$ cat config.mk
export PLATFORM = sky130hd
export DESIGN_NAME = input_port_router_flat
export DESIGN_NICKNAME = d
export VERILOG_FILES = /design/src/rtl/input_port_router_pkg.sv /design/src/rtl/input_port_router_if.sv /design/src/rtl/input_port_router_xy_route_compute.sv /design/src/rtl/input_port_router.sv /design/src/flat_wrapper.sv
export SDC_FILE = /design/constraint.sdc
export NUM_CORES = 1
export LEC_CHECK = 0
export ABC_AREA = 0
export ABC_CLOCK_PERIOD_IN_PS = 3600
export CAP_MARGIN = 40
export CORE_MARGIN = 10
export CORE_UTILIZATION = 35
export CTS_CLUSTER_SIZE = 24
export DETAILED_ROUTE_END_ITERATION = 7
export SLEW_MARGIN = 20
export SYNTH_ARGS = -nofsm -noshare
export SYNTH_HDL_FRONTEND = slang
export SYNTH_SLANG_ARGS = --single-unit
$ cat constraint.sdc
create_clock -name clk -period 3.6 [get_ports clk]
set_clock_uncertainty 0.15 [all_clocks]
set_input_delay 0.36 -clock clk [delete_from_list [all_inputs] [get_ports clk]]
set_output_delay 0.36 -clock clk [all_outputs]
set_load 0.005 [all_outputs]
$ cat src/rtl/input_port_router_pkg.sv
// Shared router definitions: network widths, port indices used by the
// output port arbiters, ingress FSM states and the queued packet layout.
package input_port_router_pkg;

    localparam int NETWORK_ADDRESS_WIDTH    = 4;
    localparam int CACHE_BANK_ADDRESS_WIDTH = 2;
    localparam int DATA_WIDTH               = 16;
    localparam int COORD_WIDTH              = NETWORK_ADDRESS_WIDTH / 2;
    localparam int DEST_WIDTH               = NETWORK_ADDRESS_WIDTH + CACHE_BANK_ADDRESS_WIDTH;

    localparam int PORT_N     = 0;
    localparam int PORT_S     = 1;
    localparam int PORT_E     = 2;
    localparam int PORT_W     = 3;
    localparam int PORT_LOCAL = 4;
    localparam int NUM_PORTS  = 5;

    typedef enum logic [1:0] {
        EMPTY,
        ISSUE,
        BLOCKED
    } issueState_t;

    typedef struct packed {
        logic                             read;
        logic                             write;
        logic [DEST_WIDTH-1:0]            destinationAddress;
        logic [NETWORK_ADDRESS_WIDTH-1:0] requesterAddress;
        logic [DATA_WIDTH-1:0]            data;
    } packet_t;

endpackage

$ cat src/rtl/input_port_router_if.sv
// Link-side and arbiter-side signals of one router input port.
interface input_port_router_if;
    import input_port_router_pkg::*;

    logic                             readIn;
    logic                             writeIn;
    logic [DEST_WIDTH-1:0]            destinationAddressIn;
    logic [NETWORK_ADDRESS_WIDTH-1:0] requesterAddressIn;
    logic [DATA_WIDTH-1:0]            dataIn;
    logic [NUM_PORTS-1:0]             stallIn;

    logic                             portReady;
    logic                             selectBit_NORTH;
    logic                             selectBit_SOUTH;
    logic                             selectBit_EAST;
    logic                             selectBit_WEST;
    logic                             selectBit_LOCAL;
    logic [DEST_WIDTH-1:0]            destinationAddressOut;
    logic [NETWORK_ADDRESS_WIDTH-1:0] requesterAddressOut;
    logic                             readOut;
    logic                             writeOut;
    logic [DATA_WIDTH-1:0]            dataOut;
    logic                             malformedPulse;

    modport master (
        output readIn, writeIn, destinationAddressIn, requesterAddressIn, dataIn, stallIn,
        input  portReady, selectBit_NORTH, selectBit_SOUTH, selectBit_EAST, selectBit_WEST,
               selectBit_LOCAL, destinationAddressOut, requesterAddressOut, readOut, writeOut,
               dataOut, malformedPulse
    );

    modport slave (
        input  readIn, writeIn, destinationAddressIn, requesterAddressIn, dataIn, stallIn,
        output portReady, selectBit_NORTH, selectBit_SOUTH, selectBit_EAST, selectBit_WEST,
               selectBit_LOCAL, destinationAddressOut, requesterAddressOut, readOut, writeOut,
               dataOut, malformedPulse
    );

endinterface

$ cat src/rtl/input_port_router_xy_route_compute.sv
// XY dimension-ordered route: resolve X first, then Y, else deliver locally.
module xy_route_compute
    import input_port_router_pkg::*;
#(
    parameter int LOCAL_X = 0,
    parameter int LOCAL_Y = 0
) (
    input  logic [NETWORK_ADDRESS_WIDTH-1:0] networkAddress,
    output logic [NUM_PORTS-1:0]             route
);

    localparam logic [COORD_WIDTH-1:0] localX = COORD_WIDTH'(LOCAL_X);
    localparam logic [COORD_WIDTH-1:0] localY = COORD_WIDTH'(LOCAL_Y);

    logic [COORD_WIDTH-1:0] destX;
    logic [COORD_WIDTH-1:0] destY;

    assign destX = networkAddress[NETWORK_ADDRESS_WIDTH-1 -: COORD_WIDTH];
    assign destY = networkAddress[COORD_WIDTH-1:0];

    always_comb begin
        route = '0;
        if (destX > localX)
            route[PORT_E] = 1'b1;
        else if (destX < localX)
            route[PORT_W] = 1'b1;
        else if (destY > localY)
            route[PORT_N] = 1'b1;
        else if (destY < localY)
            route[PORT_S] = 1'b1;
        else
            route[PORT_LOCAL] = 1'b1;
    end

endmodule

$ cat src/rtl/input_port_router.sv
// Router ingress stage: FIFO of incoming packets, XY route of the head packet,
// and an in-order issue FSM that honours per-target stall.
module input_port_router
    import input_port_router_pkg::*;
#(
    parameter int LOCAL_X    = 0,
    parameter int LOCAL_Y    = 0,
    parameter int FIFO_DEPTH = 4
) (
    input logic                clk,
    input logic                reset,
    input_port_router_if.slave port
);

    localparam int PTR_WIDTH = $clog2(FIFO_DEPTH);

    packet_t              fifoMem [FIFO_DEPTH];
    logic [PTR_WIDTH-1:0] wp;
    logic [PTR_WIDTH-1:0] rp;
    logic [PTR_WIDTH:0]   count;
    logic [PTR_WIDTH:0]   nextCount;
    issueState_t          state;
    issueState_t          nextState;

    packet_t              incoming;
    packet_t              head;
    packet_t              outPacket;
    logic [NUM_PORTS-1:0] headRoute;
    logic [NUM_PORTS-1:0] selectReg;
    logic                 ready;
    logic                 push;
    logic                 pop;
    logic                 malformed;
    logic                 targetStalled;
    logic                 malformedReg;

    assign ready     = (count < (PTR_WIDTH+1)'(FIFO_DEPTH));
    assign malformed = port.readIn & port.writeIn;
    assign push      = (port.readIn ^ port.writeIn) & ready;
    assign nextCount = count + (PTR_WIDTH+1)'(push) - (PTR_WIDTH+1)'(pop);

    assign incoming.read               = port.readIn;
    assign incoming.write              = port.writeIn;
    assign incoming.destinationAddress = port.destinationAddressIn;
    assign incoming.requesterAddress   = port.requesterAddressIn;
    assign incoming.data               = port.dataIn;

    assign head = fifoMem[rp];

    xy_route_compute #(
        .LOCAL_X (LOCAL_X),
        .LOCAL_Y (LOCAL_Y)
    ) routeCompute (
        .networkAddress (head.destinationAddress[DEST_WIDTH-1 -: NETWORK_ADDRESS_WIDTH]),
        .route          (headRoute)
    );

    assign targetStalled = |(headRoute & port.stallIn);

    // EMPTY moves on the push itself so the head can issue on the very next edge.
    always_comb begin
        nextState = state;
        pop       = 1'b0;
        unique case (state)
            EMPTY: begin
                if (push)
                    nextState = ISSUE;
            end
            ISSUE: begin
                if (targetStalled) begin
                    nextState = BLOCKED;
                end else begin
                    pop = 1'b1;
                    if (count == (PTR_WIDTH+1)'(1) && !push)
                        nextState = EMPTY;
                end
            end
            BLOCKED: begin
                if (!targetStalled)
                    nextState = ISSUE;
            end
            default: nextState = EMPTY;
        endcase
    end

    always_ff @(posedge clk or posedge reset) begin
        if (reset) begin
            state <= EMPTY;
            wp    <= '0;
            rp    <= '0;
            count <= '0;
        end else begin
            state <= nextState;
            count <= nextCount;
            if (push)
                wp <= wp + 1'b1;
            if (pop)
                rp <= rp + 1'b1;
        end
    end

    always_ff @(posedge clk) begin
        if (push)
            fifoMem[wp] <= incoming;
    end

    // Payload fields hold between issues; only the strobes drop back to zero.
    always_ff @(posedge clk or posedge reset) begin
        if (reset) begin
            selectReg    <= '0;
            outPacket    <= '0;
            malformedReg <= 1'b0;
        end else begin
            malformedReg <= malformed;
            if (pop) begin
                selectReg <= headRoute;
                outPacket <= head;
            end else begin
                selectReg       <= '0;
                outPacket.read  <= 1'b0;
                outPacket.write <= 1'b0;
            end
        end
    end

    assign port.portReady             = ready;
    assign port.selectBit_NORTH       = selectReg[PORT_N];
    assign port.selectBit_SOUTH       = selectReg[PORT_S];
    assign port.selectBit_EAST        = selectReg[PORT_E];
    assign port.selectBit_WEST        = selectReg[PORT_W];
    assign port.selectBit_LOCAL       = selectReg[PORT_LOCAL];
    assign port.readOut               = outPacket.read;
    assign port.writeOut              = outPacket.write;
    assign port.destinationAddressOut = outPacket.destinationAddress;
    assign port.requesterAddressOut   = outPacket.requesterAddress;
    assign port.dataOut               = outPacket.data;
    assign port.malformedPulse        = malformedReg;

endmodule
$ cat src/flat_wrapper.sv
// flat-port wrapper written by rule: the top's interface ports become plain ports
module input_port_router_flat import input_port_router_pkg::*;
#(
    parameter int LOCAL_X    = 0,
    parameter int LOCAL_Y    = 0,
    parameter int FIFO_DEPTH = 4
)
  (clk, reset, port_readIn, port_writeIn, port_destinationAddressIn, port_requesterAddressIn, port_dataIn, port_stallIn, port_portReady, port_selectBit_NORTH, port_selectBit_SOUTH, port_selectBit_EAST, port_selectBit_WEST, port_selectBit_LOCAL, port_destinationAddressOut, port_requesterAddressOut, port_readOut, port_writeOut, port_dataOut, port_malformedPulse);
  input_port_router_if port_i ();
  input logic clk;
  input logic reset;
  input wire logic [$bits(port_i.readIn)-1:0] port_readIn;
  input wire logic [$bits(port_i.writeIn)-1:0] port_writeIn;
  input wire logic [$bits(port_i.destinationAddressIn)-1:0] port_destinationAddressIn;
  input wire logic [$bits(port_i.requesterAddressIn)-1:0] port_requesterAddressIn;
  input wire logic [$bits(port_i.dataIn)-1:0] port_dataIn;
  input wire logic [$bits(port_i.stallIn)-1:0] port_stallIn;
  output wire logic [$bits(port_i.portReady)-1:0] port_portReady;
  output wire logic [$bits(port_i.selectBit_NORTH)-1:0] port_selectBit_NORTH;
  output wire logic [$bits(port_i.selectBit_SOUTH)-1:0] port_selectBit_SOUTH;
  output wire logic [$bits(port_i.selectBit_EAST)-1:0] port_selectBit_EAST;
  output wire logic [$bits(port_i.selectBit_WEST)-1:0] port_selectBit_WEST;
  output wire logic [$bits(port_i.selectBit_LOCAL)-1:0] port_selectBit_LOCAL;
  output wire logic [$bits(port_i.destinationAddressOut)-1:0] port_destinationAddressOut;
  output wire logic [$bits(port_i.requesterAddressOut)-1:0] port_requesterAddressOut;
  output wire logic [$bits(port_i.readOut)-1:0] port_readOut;
  output wire logic [$bits(port_i.writeOut)-1:0] port_writeOut;
  output wire logic [$bits(port_i.dataOut)-1:0] port_dataOut;
  output wire logic [$bits(port_i.malformedPulse)-1:0] port_malformedPulse;
  assign port_i.readIn = port_readIn;
  assign port_i.writeIn = port_writeIn;
  assign port_i.destinationAddressIn = port_destinationAddressIn;
  assign port_i.requesterAddressIn = port_requesterAddressIn;
  assign port_i.dataIn = port_dataIn;
  assign port_i.stallIn = port_stallIn;
  assign port_portReady = port_i.portReady;
  assign port_selectBit_NORTH = port_i.selectBit_NORTH;
  assign port_selectBit_SOUTH = port_i.selectBit_SOUTH;
  assign port_selectBit_EAST = port_i.selectBit_EAST;
  assign port_selectBit_WEST = port_i.selectBit_WEST;
  assign port_selectBit_LOCAL = port_i.selectBit_LOCAL;
  assign port_destinationAddressOut = port_i.destinationAddressOut;
  assign port_requesterAddressOut = port_i.requesterAddressOut;
  assign port_readOut = port_i.readOut;
  assign port_writeOut = port_i.writeOut;
  assign port_dataOut = port_i.dataOut;
  assign port_malformedPulse = port_i.malformedPulse;
  input_port_router #(.LOCAL_X(LOCAL_X), .LOCAL_Y(LOCAL_Y), .FIFO_DEPTH(FIFO_DEPTH)) u_core (.clk(clk), .reset(reset), .port(port_i));
endmodule
# Word level (Yosys, flattened, before mapping)
# Memories as Yosys holds them, arrays and structs flattened.
# Index checks and enable logic that the tools add are counted.
# Widths: inputs -> output; s select.
[totals]
mem_bits_ro = 0
ramBits = 112
mem_count = 1
regBits = 43
latch_bits = 0
[classes]
add_sub_neg = 4
bitwise = 4
n_div = 0
eq_ne = 6
order_cmp = 5
n_mux = 22
n_mul = 0
n_reduce_logical = 5
shift = 0
[mem_list]
columns = ["name", "words", "width", "read_ports", "rd_clocked_by_memory_dff", "wr", "line", "source"]
rows = [
  ["u_core.fifoMem", 4, 28, 1, 0, 1, "input_port_router.sv:17", "packet_t fifoMem [FIFO_DEPTH];"],
]
[op_table]
columns = ["op", "n"]
rows = [
  ["$mux 2", 8],
  ["$mux 1", 12],
  ["$pmux 2 s3", 1],
  ["$and 5x5->5", 1],
  ["$mux 5", 1],
  ["$reduce_or 5->1", 1],
  ["$add 2x1->2 const B", 2],
  ["$gt 2x1->1 const B", 2],
  ["$lt 2x1->1 const B", 2],
  ["$add 3x1->3", 1],
  ["$eq 3x1->1 const B", 1],
  ["$lt 3x3->1 const B", 1],
  ["$ne 3x1->1 const B", 1],
  ["$reduce_and 3->1", 1],
  ["$sub 3x1->3", 1],
  ["$and 1x1->1", 2],
  ["$eq 2x1->1 const B", 1],
  ["$eq 2x2->1 const B", 1],
  ["$logic_not 2->1", 1],
  ["$ne 2x1->1 const B", 1],
  ["$ne 2x2->1 const B", 1],
  ["$logic_and 1x1->1", 1],
  ["$logic_not 1->1", 1],
  ["$xor 1x1->1", 1],
]

# Logic depth before layout (Yosys ltp)
# Gate-level depths: netlist of run 1.
# An unclocked memory read counts as a cell.
[depth]
ltp_word = 11
ltp_mapped = 12
depth_no_buf = 9

# Cells and area by module
# A second synthesis of run 1 with hierarchy kept.
[hier_totals]
cells_unflattened = 274
area_unflattened_um2 = 5926.9
[modules_own_cells]
columns = ["module", "n_inst", "cells_per_inst", "area_each_um2"]
rows = [
  ["input_port_router", 1, 267, 5879.4],
  ["xy_route_compute", 1, 7, 47.5],
]

# Worst setup path before layout of run 1
# OpenSTA, ideal clock, no wires.
[synth_path]
path_kind = "reg2reg"
start = "register u_core.rp[0]"
end = "register u_core.count[2]"
stages_incl_launch_ff = 11
period_less_slack_ns = 3.173
path_slack_ns = 0.427
arrival_ns = 2.943
n_path_buf = 2
cell_sequence = "dfrtp_1 > buf_6 > mux4_2 > or2_4 > o41ai_4 > nand2_2 > buf_2 > or2_2 > fa_1 > xnor2_1 > xnor2_1"
[synth_between]
elab_chain_cells = 11
elab_cells_between_ends = 21
cone_classes = "1 x add/sub; 4 x order compare; 13 x mux; 1 x bitwise; 1 x reduce/logical; 1 x memory"
[synth_rtl]
columns = ["item", "line", "source"]
rows = [
  ["start: declaration", "input_port_router.sv:19", "logic [PTR_WIDTH-1:0] rp;"],
  ["start signal: assignment", "input_port_router.sv:98", "rp <= rp + 1'b1;"],
  ["$mem_v2 4x28 *", "-", ""],
  ["$lt 2x1->1", "input_port_router_xy_route_compute.sv:29", "else if (destY < localY)"],
  ["$mux 1", "input_port_router_xy_route_compute.sv:29", ""],
  ["$mux 1", "input_port_router_xy_route_compute.sv:27", "else if (destY > localY)"],
  ["$mux 2 / $mux 1 (equally long branches)", "input_port_router_xy_route_compute.sv:25", "else if (destX < localX)"],
  ["$mux 2", "input_port_router_xy_route_compute.sv:23", "if (destX > localX)"],
  ["$and 5x5->5 *", "input_port_router.sv:58", "assign targetStalled = |(headRoute & port.stallIn);"],
  ["$reduce_or 5->1 *", "input_port_router.sv:58", ""],
  ["$mux 1 *", "input_port_router.sv:70", "if (targetStalled) begin"],
  ["$mux 1 *", "input_port_router.sv:64", "unique case (state)"],
  ["$sub 3x1->3 *", "input_port_router.sv:40", "assign nextCount = count + (PTR_WIDTH+1)'(push) - (PTR_WIDTH+1)'(pop);"],
  ["named net u_core.nextCount[2]", "input_port_router.sv:21", "logic [PTR_WIDTH:0] nextCount;"],
  ["end signal: assignment", "input_port_router.sv:94", "count <= nextCount;"],
  ["end: declaration", "input_port_router.sv:20", "logic [PTR_WIDTH:0] count;"],
]
# Mark *: on every way through the listed nets, which the timed path passes. The rest lies on a longest branch.
# A chain may end at the register's enable or synchronous reset.

# Final worst setup path of run 1
# Ends and elaborated chain as after synthesis.

==> flow_summary_export.csv, run 1 <==
group,metric,value,unit
routing,wl_met2,6010,microns
yosys,synth_warnings,0,
clock_tree,cts-htree-levels,4,
sta,setup-tns-final,0,ps
sta,final-hold-violation-count,0,
routing,top_layer_used,"met4",
critical_path,endpoint_kind,"register",
yosys,synth_flop_cell,"edfxtp_1",
clock_tree,clock-root-buffer,"clkbuf_16",
sta,fin_crit,3190,ps
clock_tree,numClockSinks,153,
pwr,p_leak,2.65,nW
routing,route.met3.wl,523,microns
placement,hpwl,7470,microns
routing,vias,2794,
global_route,grt_overflow,0,
cells_and_area,final_cells,594,
cells_and_area,layout-area-overhead-vs-synth,26.1,%
placement,dpl_cell_area,6830,sq um
routing,drt-pass1-iter-count,6,
clock_tree,cts_resized,0,
critical_path,path_max_fanout,8,
yosys,ys_ff_latch,153,
routing,drtIter0Drc,132,
sta,rsz0062_at_grt,"false",
die,io_pins,70,
yosys,synthCells,276,
clock_tree,hold_buffers,0,
cells_and_area,layout-drive-gt1-share,0.265,
cells_and_area,antennaDiodeCount,0,
routing,met1_length,4610,microns
critical_path,cp.required,3790,ps
die,rows,47,
clock_tree,numCtsBuffers,17,
clock_tree,cts_tree,"yes",
routing,wl,11300,microns
status,outcome,"complete, no violations",
clock_tree,cts_setup_buffers,0,
pwr,p_clk_frac,0.285,
clock_tree,clock_path_buffers,2,
placement,dp_cells,562,
routing,drc,0,
die,die_h,149,microns
yosys,ys_seq_area_frac,0.749,
die,die_area,22300,sq um
die,initial_core_util,0.355,
sta,fmax,314,MHz
pwr,pwr-share-comb,0.297,
yosys,synth.distinct_cells,36,
sta,maxSlewViolCount,0,
pwr,swShare,0.263,
cells_and_area,layout_common_cells,"edfxtp_1, clkdlybuf4s50_1, dfrtp_1",
cells_and_area,layout.nets,403,
routing,antenna_left,0,
yosys,synthArstFlopShare,0.268,
clock_tree,path_clk_slew,60,ps
cells_and_area,fin_area,7400,sq um
placement,gp_congestion,0.698,
pwr,seqPwrFrac,0.419,
pwr,p_int,4.45,mW
min_path,hold_class,"input pin to async pin",
cells_and_area,final_common_cell,"edfxtp_1",
sta,fin_crit_sh,0.886,
clock_tree,clock_latency,420,ps
critical_path,cp.arrival,3380,ps
critical_path,cp-start-kind,"register",
yosys,synth_edf_count,112,
die,die_w,149,microns
yosys,synth.avg_cell_area,21.2,sq um
global_route,antenna_found_initial,0,
yosys,synth.cell_area,5860,sq um
job,maxCapViolations,0,
global_route,grt_pass1_vias,3122,
pwr,switchingPower,1.59,mW
sta,setup_viol,0,
critical_path,r2r_slack,410,ps
placement,numPortBuffers,65,
pwr,power_per_cell_area,817,nW/um^2
global_route,grt_pass1_wl,18000,microns
pwr,ir_drop,0.000462,V
die,core-area,16500,sq um
global_route,grt_usage,0.109,
pwr,p_total,6.04,mW
routing,wl_per_cell,19.0,microns
global_route,grt_max_degree,31,
routing,via_per_inst,4.70,
critical_path,crit_type,"register to register",
==> critical path, stage by stage (launching register included) <==
cell and delay [ps]:
dfrtp_2 400, buf_4 210, mux4_2 560, o21a_1 240
o41ai_4 370, nand2_2 120, xnor2_1 150, ha_1 200
fa_1 390, xnor2_1 190, xnor2_1 130
==> logic make-up (layout without fill, tap and decap cells) <==
family,count (synthesis),in the layout,share of synthesized area
other cells,1,2,0.000640
compound gates,7,7,0.0115
flops,153,153,0.749
buf+inv,19,116,0.0177
fa+ha+maj,7,7,0.0162
mux,58,58,0.171
xor+xnor,6,6,0.00896
simple gates,25,25,0.0256
==> synthesized netlist by cell type, types with 2 or more instances <==
master | instances | share of area
edfxtp_1 | 112 | 0.57
buf_2 | 2 | 0.0017
xnor2_1 | 6 | 0.0090
mux2_2 | 16 | 0.031
nand2b_1 | 2 | 0.0021
dfrtp_1 | 41 | 0.17
nor2b_1 | 2 | 0.0021
buf_1 | 2 | 0.0013
buf_6 | 3 | 0.0058
ha_1 | 6 | 0.013
mux4_2 | 28 | 0.11
nor4_1 | 2 | 0.0021
buf_4 | 2 | 0.0026
nand3_1 | 2 | 0.0017
mux2i_1 | 4 | 0.0068
and3_1 | 2 | 0.0021
clkbuf_1 | 5 | 0.0032
and2_1 | 4 | 0.0043
nor2_1 | 4 | 0.0026
mux2_4 | 10 | 0.026
inv_1 | 5 | 0.0032
a211oi_1 | 2 | 0.0026
==> power by group through the flow <==
stage	clock, mW	sequential, mW	combinational (mW)
detailed placement	0	2.57	1.86
global route	1.85	2.57	1.97
CTS	1.76	2.54	1.86
finish	1.72	2.53	1.79
global placement	0	2.55	1.82
floorplan	0	2.50	1.18
==> worst paths after layout <==
path                                                           start                                   end  cells after the start
max in group asynchronous                                      reset                          u_core.rp[0]                      3
worst max register to register                          u_core.rp[0]                       u_core.count[2]                     10
worst min register to register  u_core.port.destinationAddressOut[1]  u_core.port.destinationAddressOut[1]                      1
min in group clk                u_core.port.destinationAddressOut[1]  u_core.port.destinationAddressOut[1]                      1
worst min-delay path                                           reset                u_core.port.dataOut[5]                      2
worst max-delay path                                    u_core.rp[0]                       u_core.count[2]                     10
==> flip-flops by register name, summed over array words and instances, names as in the netlist, 3 cells and up <==
name                               flops
u_core.fifoMem                       112
u_core.port.requesterAddressOut        4
u_core.selectReg                       3
u_core.port.destinationAddressOut      6
u_core.count                           3
u_core.port.dataOut                   16
==> per-stage QoR <==
step           setup slack (ps)   util  hold slack, ps
2_1_floorplan               427      -             283
3_5_place_dp                362  0.413             345
4_1_cts                     369  0.448            74.3
3_3_place_gp                398  0.412             339
6_report                    411  0.448            68.4
5_1_grt                     202  0.448            87.3
==> area by class of cell <==
cell class	count	area (sq um)
clock buffers	20	437
clock inverters	12	131
fillers	1443	9130
inverters	5	18.8
multi-input cells	105	1370
flip-flops and latches	153	4390
well taps	220	275
repair buffers	79	768
==> metal layers <==
metal | vias up | track usage
met5 | - | 0
met3 | 12 | 0.0380
met1 | 1471 | 0.123
li1 | 1254 | -
met4 | 0 | 0.0442
met2 | 57 | 0.185
(Power assumes the default switching activity.)
==> inputs of run 2 (changes only) <==
--- a/config.mk
+++ b/config.mk
@@ -8,6 +8,7 @@
 export ABC_AREA = 0
 export ABC_CLOCK_PERIOD_IN_PS = 3600
 export CAP_MARGIN = 40
+export CORE_ASPECT_RATIO = 1.75
 export CORE_MARGIN = 10
 export CORE_UTILIZATION = 35
 export CTS_CLUSTER_SIZE = 24
==> run 2 against run 1 <==
Effect of this change: register-to-register slack got worse by 50 ps; core utilization is 0.38 points higher; first-iteration DRC count shrank 41%; hold slack improved by 63 ps; power shrank 0.77%; highest routed layer unchanged.
==> flow_summary_export.csv, run 2 (same netlist as run 1, synthesis figures left out) <==
group,metric,value,unit
status,outcome,"complete, no violations",
die,initial_core_util,0.357,
sta,maxSlewViolCount,0,
routing,antenna_left,0,
cells_and_area,layout_common_cells,"edfxtp_1, clkdlybuf4s50_1, dfrtp_1",
sta,fin_crit,3240,ps
critical_path,cp-start-kind,"register",
sta,setup-tns-final,0,ps
cells_and_area,largest_reg_flops,112,
routing,drc,0,
placement,numPortBuffers,65,
die,die_h,191,microns
clock_tree,numClockSinks,153,
die,rows,62,
sta,setup_viol,0,
clock_tree,cts_tree,"yes",
critical_path,crit_type,"register to register",
routing,wl,11300,microns
clock_tree,cts-htree-levels,4,
pwr,power_per_cell_area,807,nW/um^2
critical_path,crit_buf_inv,1,
clock_tree,numCtsBuffers,17,
critical_path,crit_top_cell,"xnor2_1",
global_route,grt_usage,0.108,
critical_path,endpoint_kind,"register",
global_route,grt_pass1_wl,18300,microns
routing,vias,2740,
cells_and_area,layout.nets,402,
placement,hpwl,7740,microns
clock_tree,clock_path_buffers,2,
die,die_w,118,microns
critical_path,path_max_fanout,9,
cells_and_area,layout-area-overhead-vs-synth,26.6,%
global_route,grt_pass1_vias,3227,
cells_and_area,max_flop_register,"u_core.fifoMem",
min_path,hold_class,"input pin to async pin",
cells_and_area,antennaDiodeCount,0,
sta,rsz0062_at_grt,"false",
routing,via_per_inst,4.59,
critical_path,critPathTopFamily,"adder cells",
cells_and_area,layout-drive-gt1-share,0.295,
global_route,antenna_found_initial,0,
critical_path,cp.arrival,3420,ps
sta,fin_crit_sh,0.900,
routing,drt-pass1-iter-count,4,
clock_tree,cts_setup_buffers,0,
pwr,p_leak,2.64,nW
clock_tree,hold_buffers,0,
clock_tree,path_clk_slew,60,ps
sta,worst_pin_slew,571,ps
critical_path,critPathSlowestCell,"mux4_2",
clock_tree,cts_resized,0,
clock_tree,clock_latency,410,ps
clock_tree,clock-root-buffer,"clkbuf_16",
sta,fmax,309,MHz
critical_path,path_cells,"buf_4 > mux4_2 > o21a_1 > o41ai_4 > nand2_2 > xnor2_1 > ha_1 > fa_1 > xnor2_1 > xnor2_1",
cells_and_area,final.fill_count,1464,
critical_path,cp.required,3790,ps
cells_and_area,final_common_cell,"edfxtp_1",
global_route,grt_max_degree,24,
critical_path,max_stage_delay,580,ps
sta,slew_headroom,0.618,
job,maxCapViolations,0,
pwr,ir_drop,0.000317,V
global_route,grt_overflow,0,
routing,wl_per_cell,18.9,microns
die,core-area,16400,sq um
sta,final-hold-violation-count,0,
die,die_area,22500,sq um
critical_path,r2r_slack,360,ps
routing,drtIter0Drc,78,
die,io_pins,70,
placement,gp_congestion,0.732,
sta,timing.hold.ws,131,ps
==> run 2: cell count changes in the layout (fill, tap and decap cells not counted), moves of 4 or more <==
cell / previous run / this run
buf_4: 13 / 8
and2_2: 0 / 4
inv_6: 0 / 5
clkinv_1: 5 / 0
buf_12: 1 / 5
and2_1: 4 / 0
==> run 2: layout make-up <==
type / instances / area (sq um) / area share
clock buffer: 17 / 425 / 0.0573
inverter: 5 / 18.8 / 0.00253
timing repair buffer: 78 / 811 / 0.109
clock inverter: 15 / 118 / 0.0158
tap: 224 / 280 / 0.0378
multi-input combinational: 105 / 1380 / 0.186
sequential: 153 / 4390 / 0.592
==> run 2: path summary, 6_finish.rpt <==
| check | end | depth (start not counted) | start |
|---|---|---|---|
| max reg2reg | u_core.count[2] | 10 | u_core.rp[0] |
| min reg2reg | u_core.port.destinationAddressOut[0] | 1 | u_core.port.destinationAddressOut[0] |
| min | u_core.port.dataOut[1] | 2 | reset |
| max in group asynchronous | u_core.rp[0] | 3 | reset |
| max | u_core.count[2] | 10 | u_core.rp[0] |
| min in group clk | u_core.port.destinationAddressOut[0] | 1 | u_core.port.destinationAddressOut[0] |
==> run 2: worst register-to-register path: stages (launching register included) <==
cell and delay, ps:
dfrtp_2 460, buf_4 260, mux4_2 580, o21a_1 240
o41ai_4 280, nand2_2 130, xnor2_1 160, ha_1 200
fa_1 390, xnor2_1 200, xnor2_1 140
==> run 2: power breakdown <==
part / switching [mW] / leakage, nW / internal (mW)
logic: 0.773 / 0.873 / 1.10
registers: 0.185 / 1.51 / 2.32
clock network: 0.724 / 0.259 / 0.893
total: 1.68 / 2.64 / 4.31
==> run 2: metrics by stage <==
stage	area [sq um]	util	worst slack, ps	power (mW)	instances
after detailed placement	6880	0.418	297	4.48	565
final	7420	0.451	362	5.99	597
after floorplan	5870	-	427	3.68	277
after global routing	7420	0.451	183	6.33	597
after CTS	7420	0.451	298	6.11	597
after global placement	6860	0.417	358	4.41	564
==> run 2: routing by layer <==
| metal | GRT usage | vias to the layer above | share of wire |
|---|---|---|---|
| met5 | 0 | - | 0 |
| li1 | - | 1252 | - |
| met1 | 0.107 | 1423 | 0.37 |
| met2 | 0.200 | 52 | 0.57 |
| met4 | 0.0487 | 0 | 0.016 |
| met3 | 0.0343 | 13 | 0.041 |
==> inputs of run 3 (changes only) <==
--- a/config.mk
+++ b/config.mk
@@ -6,7 +6,7 @@
 export NUM_CORES = 1
 export LEC_CHECK = 0
 export ABC_AREA = 0
-export ABC_CLOCK_PERIOD_IN_PS = 3600
+export ABC_CLOCK_PERIOD_IN_PS = 4200
 export CAP_MARGIN = 40
 export CORE_ASPECT_RATIO = 1.75
 export CORE_MARGIN = 10
==> constraint.sdc (replaced) <==
create_clock -name clk -period 4.2 [get_ports clk]
set_clock_uncertainty 0.15 [all_clocks]
set_input_delay 0.42 -clock clk [delete_from_list [all_inputs] [get_ports clk]]
set_output_delay 0.42 -clock clk [all_outputs]
set_load 0.005 [all_outputs]
==> run 3 against run 2 <==
Effect of this change: hold slack better by 63 ps; non-clock buffer count down 3; maximum frequency down 13%; critical endpoint unchanged; power down 12%; clock power down 4%; routed wire length up 0.45%; core utilization up 0.42 points; largest power group unchanged.
==> flow_summary_export.csv, run 3 (same netlist as run 1, synthesis figures left out) <==
group,metric,value,unit
status,outcome,"complete, no violations",
cells_and_area,layout_common_cells,"edfxtp_1, clkdlybuf4s50_1, dfrtp_1",
critical_path,startpoint,"u_core.rp[0]",
die,die_w,118,microns
placement,hpwl,7770,microns
clock_tree,clock_latency,410,ps
cells_and_area,layout-drive-gt1-share,0.289,
die,io_pins,70,
cells_and_area,layout.nets,399,
global_route,grt_max_degree,23,
critical_path,crit_end,"u_core.count[2]",
routing,drt-pass1-iter-count,4,
critical_path,path_cells,"buf_4 > mux4_2 > o21a_1 > o41ai_4 > nand2_2 > or2_2 > fa_1 > xnor2_1 > xnor2_1",
sta,rsz0062_at_grt,"false",
pwr,p_total,5.30,mW
placement,gp_congestion,0.742,
routing,vias,2747,
placement,dp_slack,408,ps
clock_tree,clock_path_buffers,2,
clock_tree,cts_setup_buffers,0,
global_route,grt_overflow,0,
critical_path,path_max_fanout,15,
critical_path,max_stage_delay,580,ps
critical_path,cp.arrival,3900,ps
global_route,grt_pass1_wl,17900,microns
sta,setup_viol,0,
routing,drtIter0Drc,68,
routing,via_per_inst,4.62,
cells_and_area,largest_reg_flops,112,
pwr,power_per_cell_area,707,nW/um^2
critical_path,cp-start-kind,"register",
clock_tree,numClockSinks,153,
routing,wl,11400,microns
pwr,p_leak,2.68,nW
cells_and_area,final_common_cell,"edfxtp_1",
sta,fin_crit_sh,0.884,
sta,maxSlewViolCount,0,
critical_path,rr_endpoint,"u_core.count[2]",
sta,final-hold-violation-count,0,
global_route,antenna_found_initial,0,
sta,fmax,269,MHz
cells_and_area,max_flop_register,"u_core.fifoMem",
die,rows,62,
clock_tree,cts-htree-levels,4,
sta,slew_headroom,0.631,
pwr,swShare,0.276,
critical_path,crit_type,"register to register",
critical_path,crit_top_cell,"xnor2_1",
clock_tree,hold_buffers,0,
cells_and_area,fin_area,7490,sq um
clock_tree,path_clk_slew,70,ps
routing,drc,0,
sta,setup-tns-final,0,ps
sta,timing.hold.ws,194,ps
sta,worst_slack,487,ps
pwr,switchingPower,1.46,mW
routing,antenna_left,0,
pwr,p_clk_frac,0.295,
critical_path,crit_buf_inv,1,
critical_path,cp.required,4390,ps
placement,dpl_cell_area,6880,sq um
critical_path,endpoint_kind,"register",
global_route,grt_pass1_vias,3188,
critical_path,critPathSlowestCell,"mux4_2",
critical_path,reg2reg_from,"u_core.rp[0]",
clock_tree,cts_resized,0,
die,core-area,16400,sq um
die,initial_core_util,0.357,
pwr,p_int,3.84,mW
clock_tree,cts_tree,"yes",
pwr,pwr-share-comb,0.296,
critical_path,worst-path-stages,9,
job,maxCapViolations,0,
die,die_area,22500,sq um
global_route,grt_usage,0.105,
clock_tree,clock-root-buffer,"clkbuf_16",
routing,wl_per_cell,19.1,microns
pwr,ir_drop,0.000252,V
min_path,hold_class,"input pin to async pin",
critical_path,critPathTopFamily,"simple AND/OR/NAND/NOR gates",
clock_tree,numCtsBuffers,17,
sta,worst_pin_slew,552,ps
cells_and_area,antennaDiodeCount,0,
critical_path,r2r_slack,490,ps
die,die_h,191,microns
pwr,seqPwrFrac,0.410,
placement,numPortBuffers,65,
cells_and_area,layout-area-overhead-vs-synth,27.8,%
critical_path,rr_worst_depth,9,
sta,fin_crit,3710,ps
==> run 3: cell count changes in the layout (fill, tap and decap cells not counted), moves of 3 or more <==
cell / delta
buf_12: -3
buf_16: +3
buf_4: -3
clkinv_2: -3
clkinvlp_4: -4
==> run 3: routing by layer <==
metal | up-vias | global-route usage | share of wire
li1 | 1248 | - | -
met1 | 1438 | 0.102 | 0.36
met2 | 52 | 0.198 | 0.58
met3 | 9 | 0.0346 | 0.049
met4 | 0 | 0.0458 | 0.014
met5 | - | 0 | 0
==> run 3: metrics by stage <==
stage                util  std cells
finish              0.456        594
detailed placement  0.418        562
global placement    0.411        557
CTS                 0.456        594
floorplan               -        277
global route        0.456        594
==> run 3: cell type report <==
type,instances,area [sq um]
Sequential cell,153,4390
Fill cell,1454,8950
Tap cell,224,280
Inverter,5,18.8
Clock inverter,14,173
Timing Repair Buffer,75,811
Clock buffer,18,439
Multi-Input combinational cell,105,1380
==> run 3: how the worst min path moves through the flow <==
| stage | startpoint | end |
|---|---|---|
| 2_1_floorplan | port_stallIn[0] | u_core.selectReg[0] |
| 3_3_place_gp | u_core.port.dataOut[1] | u_core.port.dataOut[1] |
| 3_5_place_dp | u_core.port.dataOut[1] | u_core.port.dataOut[1] |
| 4_1_cts | reset | u_core.port.dataOut[3] |
| 5_1_grt | reset | u_core.port.dataOut[1] |
| 6_report | reset | u_core.port.dataOut[3] |
==> run 3: power by group through the flow <==
stage | Clock (mW) | Sequential [mW] | Combinational (mW)
5_1_grt | 1.66 | 2.21 | 1.71
6_report | 1.56 | 2.17 | 1.57
3_3_place_gp | 0 | 2.19 | 1.53
3_5_place_dp | 0 | 2.20 | 1.61
2_1_floorplan | 0 | 2.14 | 1.01
4_1_cts | 1.60 | 2.18 | 1.62
